--- src/rtl/tff_updown_counter_pkg.sv ---
// Shared constants for the T-flip-flop up/down counter: default sizing and
// direction encoding.
package tff_updown_counter_pkg;

  localparam int DEF_WIDTH = 4;
  localparam int DEF_MOD   = 10;

  localparam logic DIR_UP   = 1'b1;
  localparam logic DIR_DOWN = 1'b0;

endpackage : tff_updown_counter_pkg

--- src/rtl/tff_updown_counter_tff_bit.sv ---
// Single T flip-flop with synchronous active-low reset and a synchronous
// load path that takes priority over the toggle input.
module tff_bit (
  input  logic CLK,
  input  logic RSTn,
  input  logic T,
  input  logic LD,
  input  logic LD_VAL,
  output logic Q,
  output logic Qn
);

  always_ff @(posedge CLK) begin
    if (!RSTn) begin
      Q <= 1'b0;
    end else if (LD) begin
      Q <= LD_VAL;
    end else if (T) begin
      Q <= ~Q;
    end else begin
      Q <= Q;
    end
  end

  // Complement is derived from the stored bit so it tracks Q with no lag.
  assign Qn = ~Q;

endmodule : tff_bit

--- src/rtl/tff_updown_counter.sv ---
// Up/down counter built from WIDTH T flip-flops.
// Optional macro TFF_CNT_MODULO_EN limits the range to 0..MOD-1.
module tff_updown_counter
  import tff_updown_counter_pkg::*;
#(
  parameter int WIDTH = DEF_WIDTH,
  parameter int MOD   = DEF_MOD
) (
  input  logic             CLK,
  input  logic             RSTn,
  input  logic             EN,
  input  logic             UP,
  input  logic             LOAD,
  input  logic [WIDTH-1:0] D,
  output logic [WIDTH-1:0] Q,
  output logic [WIDTH-1:0] Qn,
  output logic             TC
);

  if (WIDTH < 2 || WIDTH > 32 || MOD < 2) begin : g_param_err
    $error("tff_updown_counter: illegal WIDTH/MOD parameters");
  end

`ifdef TFF_CNT_MODULO_EN
  localparam logic [WIDTH-1:0] MAX_CNT = WIDTH'(MOD - 1);
  localparam logic [WIDTH:0]   MOD_EXT = (WIDTH + 1)'(MOD);
`else
  localparam logic [WIDTH-1:0] MAX_CNT = {WIDTH{1'b1}};
`endif

  logic [WIDTH-1:0] tog;
  logic [WIDTH-1:0] ld_val;
  logic             ld;

`ifdef TFF_CNT_MODULO_EN
  // Wraps are forced through the load path; an explicit LOAD still wins.
  always_comb begin
    ld     = 1'b0;
    ld_val = D;
    if (LOAD) begin
      ld = 1'b1;
      if ({1'b0, D} >= MOD_EXT) begin
        ld_val = {WIDTH{1'b0}};
      end else begin
        ld_val = D;
      end
    end else if (EN && (UP == DIR_UP) && (Q == MAX_CNT)) begin
      ld     = 1'b1;
      ld_val = {WIDTH{1'b0}};
    end else if (EN && (UP == DIR_DOWN) && (Q == {WIDTH{1'b0}})) begin
      ld     = 1'b1;
      ld_val = MAX_CNT;
    end else begin
      ld     = 1'b0;
      ld_val = D;
    end
  end
`else
  assign ld     = LOAD;
  assign ld_val = D;
`endif

  for (genvar i = 0; i < WIDTH; i++) begin : g_bit
    if (i == 0) begin : g_lsb
      assign tog[i] = EN;
    end else begin : g_upper
      // Toggle when every lower bit is at its carry (up) or borrow (down) state.
      assign tog[i] = EN & ((UP == DIR_UP) ? (&Q[i-1:0]) : (~|Q[i-1:0]));
    end

    tff_bit u_bit (
      .CLK    (CLK),
      .RSTn   (RSTn),
      .T      (tog[i]),
      .LD     (ld),
      .LD_VAL (ld_val[i]),
      .Q      (Q[i]),
      .Qn     (Qn[i])
    );
  end

  // Terminal count looks only at EN, direction and the current count.
  always_comb begin
    TC = 1'b0;
    if (EN) begin
      if (UP == DIR_UP) begin
        TC = (Q == MAX_CNT);
      end else begin
        TC = (Q == {WIDTH{1'b0}});
      end
    end else begin
      TC = 1'b0;
    end
  end

endmodule : tff_updown_counter

--- config.mk ---
export PLATFORM = sky130hd
export DESIGN_NAME = tff_updown_counter
export DESIGN_NICKNAME = d
export VERILOG_FILES = /design/src/rtl/tff_updown_counter_pkg.sv /design/src/rtl/tff_updown_counter_tff_bit.sv /design/src/rtl/tff_updown_counter.sv
export SDC_FILE = /design/constraint.sdc
export NUM_CORES = 1
export LEC_CHECK = 0
export CAP_MARGIN = 20
export CORE_AREA = 2 2 39 41
export CTS_CLUSTER_DIAMETER = 50
export DETAILED_ROUTE_END_ITERATION = 16
export DIE_AREA = 0 0 41 43
export GPL_TIMING_DRIVEN = 1
export PLACE_DENSITY_LB_ADDON = 0.08
export SYNTH_ARGS = -nofsm -noshare
export SYNTH_HDL_FRONTEND = slang
export SYNTH_SLANG_ARGS = --single-unit
--- constraint.sdc ---
create_clock -name CLK -period 1.95 [get_ports CLK]
set_input_delay 0.195 -clock CLK [delete_from_list [all_inputs] [get_ports CLK]]
set_output_delay 0.195 -clock CLK [all_outputs]
set_load 0.005 [all_outputs]
* After elaboration in Yosys (flattened, before gate mapping)
Cells that the tools add are included.
Cells by class: equal/unequal tests 1, muxes and demuxes 13, bitwise gates (word level) 7, reduce and logical (&&, ||, !) cells 12
Operator list (number):
- 2-to-1 mux 1 bit | 13
- nonzero test 2 bit | 4
- == test 4 bit, second input constant | 1
- zero test 4 bit | 1
- NOT 1 bit | 4
- AND 1 bit | 3
- zero test 1 bit | 3
- AND reduction 3 bit | 1
- OR reduction 3 bit | 1
- AND reduction 2 bit | 1
- OR reduction 2 bit | 1
Word-level totals: register bits 4, input bits 9, output and inout bits 9, logic and storage cells 37

* Longest topological paths before layout
Gate-level depths: netlist (run 1).
depth after elaboration 6, mapped depth 4, gate-level depth less buffers 3

* Modules after synthesis
From an unflattened synthesis (run 1), not the netlist that was laid out.
Unflattened totals: cell total of the unflattened synthesis 31, area, all modules 267.8 µm²
By module, submodules not included:
- tff_bit | instances 4, cells each 5, area each 48.8 µm², seq. area each 20.0 µm²
- tff_updown_counter | instances 1, cells each 11, area each 72.6 µm², seq. area each 0.0 µm²

* Least setup slack after synthesis (run 1)
Ideal clock, no wire load.
path type register to output, start register g_bit[0].u_bit.Q, end output TC, arrival time 0.966 ns, data required time 1.755 ns, setup slack 0.789 ns, cell stages (with the launch flop) 5, path buffers 1, cell sequence dfxtp_1 > buf_6 > nor4_1 > o21ai_0 > nor2_1
Between the ends: longest elaborated chain between the ends 3, elaborated cells between the ends (all ways) 4, those cells by class 1 x eq/ne; 2 x mux; 1 x reduce/logical
RTL lines:
- start: declaration | RTL line tff_updown_counter_tff_bit.sv:9 | output logic Q,
- start signal: assignment | RTL line tff_updown_counter_tff_bit.sv:19 | Q <= ~Q;
- == test 4 bit or zero test 4 bit (tied branches) | RTL line tff_updown_counter.sv:87, tff_updown_counter.sv:89
- 2-to-1 mux 1 bit * | RTL line tff_updown_counter.sv:86 | if (UP == DIR_UP) begin
- 2-to-1 mux 1 bit * | RTL line tff_updown_counter.sv:85 | if (EN) begin
- end: declaration | RTL line tff_updown_counter.sv:17 | output logic TC
Every way passes the cells marked *; elsewhere a longest branch is shown, timed or not.

* Worst setup path after layout (run 1)
start input UP, end output TC
Between the ends: longest elaborated chain between the ends 2
RTL lines:
- start: declaration | RTL line tff_updown_counter.sv:12 | input logic UP,
- 2-to-1 mux 1 bit | RTL line tff_updown_counter.sv:86
- 2-to-1 mux 1 bit | RTL line tff_updown_counter.sv:85
No other way between the ends.

==> results_dict.tcl, run 1 <==
set metrics [dict create \
    io_buffer_count 17 \
    power.internal_mw 0.222 \
    status "finished clean" \
    grt_pass1_vias 334 \
    vdd_ir_drop_max_uv 440 \
    area_delta_synth_final_pct 45.2 \
    die_w_um 41 \
    synth-seq-area-share 0.214 \
    syn-num-nets 58 \
    first_pass_iters 1 \
    clk_path_buf_depth 2 \
    max_slew.worst_pin.slew_ns 0.291 \
    crit_fanout 4 \
    synth-main-ff-cell "dfxtp_1" \
    final_antenna_net_count 0 \
    clock_latency_ns 0.24 \
    dp.final_hpwl_um 640 \
    antenna_found_initial 0 \
    dieArea_um2 1760 \
    cts_max_level 1 \
    p_comb_frac 0.326 \
    synth_area_um2 374 \
    place_ws_ns 0.101 \
    reg.largest.list "g_bit.u_bit.Q (4)" \
    yosysTopAreaCell "dfxtp_1" \
    cts.sinks 4 \
    hold_viol_final 0 \
    cts_tree "done" \
    p_switching_mw 0.0847 \
    nets 73 \
    drt_iter0_drc 0 \
    viasPerCell 4.69 \
    synth_area_per_cell_um2 7.63 \
    root_buffer "clkbuf_4" \
    pwr-share-clk 0.344 \
    slew_headroom 0.806 \
    wl_per_cell_um 11.1 \
    fmax_ghz 0.535 \
    syn_inst 49 \
    r2r_slack_ns 0.75 \
    p_leak_nw 0.226 \
    num_vias 366 \
    largest_register_ff_count 4 \
    routabilityCongestion 0.665 \
    period_share 0.959 \
    synth_most_common_cell "buf_4" \
    ctsHoldBuffers 0 \
    timing.hold.ws_ns 0.557 \
    drt-total-wl_um 868 \
    yosys-top-cells-count "buf_4, inv_1" \
    post-route-drc-count 0 \
    regMostFlops "g_bit.u_bit.Q" \
    cts.reportedPaths.clkPinSlew_ns 0.04 \
    worstSetupEndpointType "output port" \
    yosys_warnings 0 \
    synth-edff-count 0 \
    crit_type "in -> out" \
    p_seq_frac 0.330 \
    required_ns 1.75 \
    grt_usage 0.117 \
    drv_cap 0 \
    grt_max_degree 10 \
    swShare 0.276 \
    fin_tns_setup_ns 0 \
    start_kind "input pin" \
    setup_violations 0 \
    final_util 0.392 \
    skew_ns 0.00451 \
    dieHeight_um 43 \
    finalCriticalPeriod_ns 1.87 \
    arrival_ns 1.67 \
    grt_pass1_wl_mm 1.43 \
    netlist.area_leader.share 0.214 \
    power_density_nw_per_um2 565 \
    core_um2 1380 \
    synth-seq-cells 4 \
    ios 18 \
    setup_slack_ns 0.0800 \
    cts-buffers-inserted 3 \
    slew_violations 0 \
    synth_cell_types 24 \
    grt_overflow 0 \
    layout-drive-gt1-share 0.161 \
    hold_path_class "in -> reg" \
    row_count 14 \
    start_util 0.270 \
    antenna_cells 0 \
    synthTopCellsByArea "dfxtp_1, buf_4, inv_1" \
    async_flop_share 0 \
]
==> per-stage QoR <==
step,power (mW),cell area [um^2],cells
after floorplan,0.160,374,49
after global placement,0.202,514,75
after detailed placement,0.202,514,75
after CTS,0.313,537,78
after global routing,0.332,543,78
final,0.307,543,78
==> worst paths after layout <==
kind                                      start                            end  cells past startpoint
setup / recovery                             UP                             TC                      5
hold / removal                             D[1]  g_bit[1].u_bit.Q$_SDFFE_PN0P_                      3
setup reg to reg  g_bit[0].u_bit.Q$_SDFFE_PN0P_  g_bit[2].u_bit.Q$_SDFFE_PN0P_                      4
hold reg to reg   g_bit[2].u_bit.Q$_SDFFE_PN0P_  g_bit[2].u_bit.Q$_SDFFE_PN0P_                      2
==> cells in the final DEF (no fill, tap or decap) <==
master | synthesis | final
xor2_1 | 2 | 2
clkbuf_4 | 0 | 3
nor3_1 | 1 | 1
nor4_2 | 0 | 1
xnor2_1 | 1 | 1
o41a_1 | 1 | 1
o2111a_1 | 1 | 1
and3_2 | 1 | 1
dfxtp_1 | 4 | 4
a2111o_1 | 1 | 1
and4_2 | 1 | 1
clkdlybuf4s50_1 | 0 | 17
inv_1 | 6 | 6
a211oi_1 | 1 | 1
o21ai_0 | 4 | 4
nor2_1 | 4 | 4
buf_4 | 8 | 4
nor4bb_1 | 1 | 1
or3_1 | 1 | 1
nand4_1 | 1 | 1
nand3b_1 | 1 | 1
nand3_1 | 4 | 4
mux2i_1 | 1 | 1
==> routing by layer <==
metal | GRT usage | wire length [um]
met2 | 0.153 | 384
met1 | 0.178 | 411
met4 | 0 | 0
met5 | 0 | 0
met3 | 0.0628 | 71
==> power by group through the flow <==
stage | clock [mW] | sequential (mW) | combinational [mW]
after global placement | 0 | 0.102 | 0.100
after detailed placement | 0 | 0.102 | 0.0999
final | 0.106 | 0.101 | 0.0999
after floorplan | 0 | 0.0985 | 0.0614
after global routing | 0.117 | 0.103 | 0.112
after CTS | 0.112 | 0.100 | 0.100
==> critical path, stage by stage <==
cell and delay [ns]:
clkdlybuf4s50_1 0.55, and4_2 0.26, o21ai_0 0.09, nor2_1 0.08, clkdlybuf4s50_1 0.50
==> layout make-up <==
type,instances,area [um^2]
multi-input combinational,28,198
timing repair buffer,21,200
clock buffer,3,22.5
sequential,4,80.1
fill,156,841
inverter,6,22.5
tap,16,20.0
==> logic make-up after synthesis <==
family | count (synthesis) | synth area share
multiplexers | 1 | 0.0268
XOR/XNOR | 3 | 0.0702
buffers and inverters | 17 | 0.274
flip-flops | 4 | 0.214
AND/OR/NAND/NOR | 16 | 0.251
AO/OA/AOI/OAI | 8 | 0.164
==> timing repair <==
action / in CTS / in global routing
setup endpoints to repair: 0 / 1
buffers inserted: 0 / 0
resized for setup: 0 / 1
Note: power is estimated with default switching activity, not from simulation.
==> run 2, diff against run 1 <==
--- a/config.mk
+++ b/config.mk
@@ -7,11 +7,11 @@
 export LEC_CHECK = 0
 export CAP_MARGIN = 20
 export CORE_AREA = 2 2 39 41
-export CTS_CLUSTER_DIAMETER = 50
 export DETAILED_ROUTE_END_ITERATION = 16
 export DIE_AREA = 0 0 41 43
 export GPL_TIMING_DRIVEN = 1
 export PLACE_DENSITY_LB_ADDON = 0.08
+export REMOVE_ABC_BUFFERS = 1
 export SYNTH_ARGS = -nofsm -noshare
 export SYNTH_HDL_FRONTEND = slang
 export SYNTH_SLANG_ARGS = --single-unit
==> constraint.sdc (replaced) <==
create_clock -name CLK -period 1.85 [get_ports CLK]
set_input_delay 0.185 -clock CLK [delete_from_list [all_inputs] [get_ports CLK]]
set_output_delay 0.185 -clock CLK [all_outputs]
set_load 0.005 [all_outputs]
==> run 2 against run 1 <==
  * Worst setup slack got worse by 0.0012 ns
  * Die area did not move
  * Sequential power rose by 7%
  * Cell area rose by 3.9%
  * Sequential share of layout area fell by 0.11 points
  * Flip-flop and latch count did not move
  * Largest cell class unchanged
  * Highest routed layer is now met4
==> results_dict.tcl, run 2 (same netlist as run 1, synthesis figures left out) <==
set metrics [dict create \
    p_switching_mw 0.101 \
    regMostFlops "g_bit.u_bit.Q" \
    row_count 14 \
    area_delta_synth_final_pct 50.8 \
    grt_usage 0.137 \
    io_buffer_count 17 \
    power.internal_mw 0.239 \
    cp_num_buf_inv 1 \
    multi_input_area_um2 206 \
    final_antenna_net_count 0 \
    max_slew.worst_pin.slew_ns 0.321 \
    fmax_ghz 0.565 \
    worstSetupEndpointType "output port" \
    drt_iter0_drc 1 \
    viasPerCell 4.89 \
    grt_pass1_vias 325 \
    core_um2 1380 \
    r2r_slack_ns 0.65 \
    grt_max_degree 10 \
    crit_fanout 3 \
    dieHeight_um 43 \
    hold_viol_final 0 \
    grt_overflow 0 \
    crit_type "reg -> out" \
    root_buffer "clkbuf_4" \
    required_ns 1.66 \
    vdd_ir_drop_max_uv 175 \
    finalCriticalPeriod_ns 1.77 \
    dieArea_um2 1760 \
    hold_depth 3 \
    layout_commonest_cell "clkdlybuf4s50_1" \
    clk_path_buf_depth 2 \
    cts-buffers-inserted 3 \
    r2r_start "g_bit[0].u_bit.Q$_SDFFE_PN0P_" \
    fill_cells 161 \
    status "finished clean" \
    clock_latency_ns 0.25 \
    period_share 0.957 \
    finalNonFillerCells 79 \
    worst_path_max_delay_cell "clkdlybuf4s50_1" \
    start_kind "register" \
    first_pass_iters 2 \
    num_vias 386 \
    reg.largest.list "g_bit.u_bit.Q (4)" \
    largest_register_ff_count 4 \
    drt-total-wl_um 937 \
    power_density_nw_per_um2 604 \
    finalPower_mw 0.341 \
    layout-drive-gt1-share 0.206 \
    swShare 0.297 \
    nets 74 \
    hold_path_class "in -> reg" \
    r2r_end "g_bit[1].u_bit.Q$_SDFFE_PN0P_" \
    critical_path.endpoint "TC" \
    wl_per_cell_um 11.9 \
    crit_family "buffers and inverters" \
    setup_violations 0 \
    antenna_cells 0 \
    arrival_ns 1.59 \
    cts_tree "done" \
    p_seq_frac 0.316 \
    p_leak_nw 0.243 \
    cts.reportedPaths.clkPinSlew_ns 0.04 \
    timing.hold.ws_ns 0.531 \
    start_util 0.270 \
    pwr-share-clk 0.354 \
    dp.final_hpwl_um 709 \
    antenna_found_initial 0 \
    routabilityCongestion 0.695 \
    placed_cells_incl_taps 76 \
    slew_violations 0 \
    ios 18 \
    post-route-drc-count 0 \
    slew_headroom 0.785 \
    grt_pass1_wl_mm 1.47 \
    crit_start "g_bit[0].u_bit.Q$_SDFFE_PN0P_" \
    reg2regPathDepth 4 \
    cts_max_level 1 \
    seqCellArea_um2 82.6 \
    die_w_um 41 \
    worst-path-stages 4 \
    skew_ns 0.00451 \
    drv_cap 0 \
    path_cells "and4_2 > o21ai_1 > nor2_1 > clkdlybuf4s50_1" \
    cpPeakStageDelay_ns 0.51 \
    final_cell_mix "clkdlybuf4s50_1, inv_1, buf_4, nor2_1, nand3_1" \
    p_comb_frac 0.330 \
    cts.sinks 4 \
]
run 2: cell types whose count changed in the layout (fill, tap and decap cells not counted), sizes merged:
cell           delta
dlymetal6s2s      +1
clkdlybuf4s50     -1
buf               +1
run 2: worst min path at each step:
stage | start | endpoint | slack, ns
2_1_floorplan | RSTn | g_bit[2].u_bit.Q$_SDFFE_PN0P_ | 0.33
3_3_place_gp | g_bit[2].u_bit.Q$_SDFFE_PN0P_ | g_bit[2].u_bit.Q$_SDFFE_PN0P_ | 0.58
3_5_place_dp | g_bit[2].u_bit.Q$_SDFFE_PN0P_ | g_bit[2].u_bit.Q$_SDFFE_PN0P_ | 0.57
4_1_cts | D[1] | g_bit[1].u_bit.Q$_SDFFE_PN0P_ | 0.54
5_1_grt | D[1] | g_bit[1].u_bit.Q$_SDFFE_PN0P_ | 0.56
6_report | D[1] | g_bit[1].u_bit.Q$_SDFFE_PN0P_ | 0.53
run 2: what timing repair did:
item	CTS	global route
pin swaps	0	1
endpoints found under the setup margin	1	1
hold buffers	0	0
buffers inserted	0	0
gates resized for setup	1	5
cloned	0	0
run 2: power by group through the flow:
stage	Combinational, mW	Sequential (mW)	Clock [mW]
floorplan	0.0319	0.107	0
global placement	0.110	0.105	0
detailed placement	0.110	0.105	0
CTS	0.111	0.105	0.124
global route	0.125	0.109	0.131
finish	0.112	0.108	0.121
run 2: metrics by stage:
step / setup slack (ns) / utilization / TNS (ns) / instance area [um^2]
2_1_floorplan: 0.739 / - / 0 / 294
3_3_place_gp: 0.0786 / 0.377 / 0 / 522
3_5_place_dp: 0.0557 / 0.377 / 0 / 522
4_1_cts: 0.0391 / 0.398 / 0 / 551
5_1_grt: -0.0221 / 0.408 / -0.0221 / 564
6_report: 0.0788 / 0.408 / 0 / 564
run 2: per-layer routing:
metal | vias to the layer above | wire length [um] | track usage
met3 | 3 | 74 | 0.0733
li1 | 195 | - | -
met1 | 174 | 433 | 0.178
met4 | 0 | 31 | 0.120
met2 | 14 | 398 | 0.153
met5 | - | 0 | 0
run 2: area by class of cell:
class                           count  area share
Clock buffer                        3      0.0399
Multi-Input combinational cell     28       0.366
Inverter                            6      0.0399
Timing Repair Buffer               22       0.373
Tap cell                           16      0.0355
Sequential cell                     4       0.146
run 2: tightest hold or removal path, stage by stage:
cell and delay (ns):
clkdlybuf4s50_1 0.40, nand3_1 0.08, nand3_1 0.07
==> run 3, diff against run 2 <==
==> constraint.sdc (replaced) <==
create_clock -name CLK -period 1.6 [get_ports CLK]
set_input_delay 0.16 -clock CLK [delete_from_list [all_inputs] [get_ports CLK]]
set_output_delay 0.16 -clock CLK [all_outputs]
set_load 0.005 [all_outputs]
==> run 3 against run 2 <==
  * Via count shrank 0.26%
  * Critical path type unchanged
  * Utilization up 0.45 points
  * Clock skew down 0.0025 ns
  * Largest power group unchanged
  * First-iteration DRC count grew to 4.0 times the previous value
  * Sequential share of layout area down 0.60 points
  * Global-route usage down 0.99 points
  * Die area is the same
  * Highest routed layer unchanged
  * Routed wire length is 3.3% lower
  * Cell area increased by 1.1%
  * Non-clock buffer count up 3
  * Register-to-register slack got worse by 0.25 ns
==> results_dict.tcl, run 3 (same netlist as run 1, synthesis figures left out) <==
set metrics [dict create \
    grt_pass1_vias 341 \
    hold_path_class "in -> reg" \
    crit_fanout 5 \
    fmax_ghz 0.695 \
    power_density_nw_per_um2 687 \
    grt_overflow 0 \
    skew_ns 0.00197 \
    nets 77 \
    grt_usage 0.127 \
    layout-drive-gt1-share 0.212 \
    path_cells "buf_4 > inv_1 > clkdlybuf4s50_1" \
    area_delta_synth_final_pct 52.5 \
    cts.reportedPaths.clkPinSlew_ns 0.04 \
    row_count 14 \
    start_util 0.270 \
    p_comb_frac 0.344 \
    worst_path_max_delay_cell "clkdlybuf4s50_1" \
    num_vias 385 \
    status "finished clean" \
    fill_cells 154 \
    crit_type "reg -> out" \
    final_util 0.412 \
    die_w_um 41 \
    slew_headroom 0.769 \
    r2r_start "g_bit[1].u_bit.Q$_SDFFE_PN0P_" \
    worstSetupEndpointType "output port" \
    wl_per_cell_um 11.0 \
    dieArea_um2 1760 \
    setup_violations 0 \
    clock_latency_ns 0.25 \
    p_seq_frac 0.303 \
    final_cell_mix "clkdlybuf4s50_1, buf_4, inv_1" \
    hold_viol_final 0 \
    swShare 0.291 \
    power.internal_mw 0.278 \
    regMostFlops "g_bit.u_bit.Q" \
    io_buffer_count 17 \
    arrival_ns 1.28 \
    post-route-drc-count 0 \
    hold_end "g_bit[0].u_bit.Q$_SDFFE_PN0P_" \
    cts-buffers-inserted 3 \
    dp.final_hpwl_um 717 \
    r2r_end "g_bit[2].u_bit.Q$_SDFFE_PN0P_" \
    layout_commonest_cell "clkdlybuf4s50_1" \
    largest_register_ff_count 4 \
    fin_tns_setup_ns 0 \
    cts.sinks 4 \
    first_pass_iters 2 \
    grt_setup_unrepaired "no" \
    drv_cap 0 \
    reg2regPathDepth 4 \
    drt_iter0_drc 4 \
    root_buffer "clkbuf_4" \
    period_share 0.899 \
    hold_start "D[0]" \
    hold_depth 3 \
    final_antenna_net_count 0 \
    crit_family "buffers and inverters" \
    max_slew.worst_pin.slew_ns 0.345 \
    cts_tree "done" \
    cpPeakStageDelay_ns 0.49 \
    p_switching_mw 0.114 \
    p_leak_nw 0.253 \
    grt_pass1_wl_mm 1.48 \
    antenna_found_initial 0 \
    pwr-share-clk 0.353 \
    cts_max_level 1 \
    grt_max_degree 10 \
    start_kind "register" \
    r2r_slack_ns 0.40 \
    required_ns 1.44 \
    ios 18 \
    antenna_cells 0 \
    finalPower_mw 0.392 \
    drt-total-wl_um 906 \
    finalCriticalPeriod_ns 1.44 \
    slew_violations 0 \
    vdd_ir_drop_max_uv 410 \
    viasPerCell 4.70 \
    core_um2 1380 \
    cp_num_buf_inv 3 \
    reg.largest.list "g_bit.u_bit.Q (4)" \
    dieHeight_um 43 \
    routabilityCongestion 0.685 \
    clk_path_buf_depth 2 \
]
-- run 3: cell types whose count changed in the layout (fill, tap and decap cells not counted), sizes merged --
cell | before | now
buf | 5 | 8
clkdlybuf4s50 | 16 | 15
dlygate4sd2 | 0 | 2
dlymetal6s2s | 1 | 0
-- run 3: metal layers --
metal | routed length, um | vias to the layer above | global-route usage
met3 | 69 | 2 | 0.0785
met4 | 10 | 0 | 0.0400
met2 | 404 | 14 | 0.172
met1 | 421 | 171 | 0.163
met5 | 0 | - | 0
li1 | - | 198 | -
-- run 3: worst max path at each step --
stage | cells past startpoint | start | to
5_1_grt | 4 | g_bit[0].u_bit.Q$_SDFFE_PN0P_ | TC
4_1_cts | 3 | g_bit[1].u_bit.Q$_SDFFE_PN0P_ | Qn[1]
3_3_place_gp | 5 | UP | TC
3_5_place_dp | 5 | UP | TC
6_report | 3 | g_bit[1].u_bit.Q$_SDFFE_PN0P_ | Qn[1]
2_1_floorplan | 3 | g_bit[0].u_bit.Q$_SDFFE_PN0P_ | TC
-- run 3: worst register-to-register path: cells and delay by family, from the launching register on --
family	cells	cell delay, ns
AO/OA/AOI/OAI	2	0.44
flip-flops	1	0.32
AND/OR/NAND/NOR	1	0.20
buffers and inverters	1	0.15
-- run 3: area by class of cell --
class | instances | area [um^2] | area share
Sequential cell | 4 | 80.1 | 0.140
Timing Repair Buffer | 25 | 228 | 0.399
Inverter | 6 | 22.5 | 0.0395
Multi-Input combinational cell | 28 | 198 | 0.346
Tap cell | 16 | 20.0 | 0.0351
Clock buffer | 3 | 22.5 | 0.0395
-- run 3: through the flow --
stage | hold WS, ns | setup WS, ns | cells | cell area (um^2)
final | 0.525 | 0.161 | 82 | 571
after global routing | 0.540 | 0.0550 | 82 | 571
after CTS | 0.527 | 0.150 | 82 | 571
after detailed placement | 0.655 | -0.135 | 78 | 537
after global placement | 0.654 | -0.131 | 78 | 537
after floorplan | 0.304 | 0.514 | 38 | 294
-- run 3: what timing repair did --
action                     in CTS  in global routing
hold buffers                    0                  0
buffers inserted                1                  0
gates resized for setup         4                  0
setup endpoints to repair       1                  0
-- run 3: power by group through the flow --
stage / combinational [mW] / sequential [mW] / clock, mW
after floorplan: 0.0369 / 0.124 / 0
after global placement: 0.132 / 0.120 / 0
after detailed placement: 0.133 / 0.120 / 0
after CTS: 0.136 / 0.119 / 0.143
after global routing: 0.148 / 0.120 / 0.153
final: 0.135 / 0.119 / 0.138
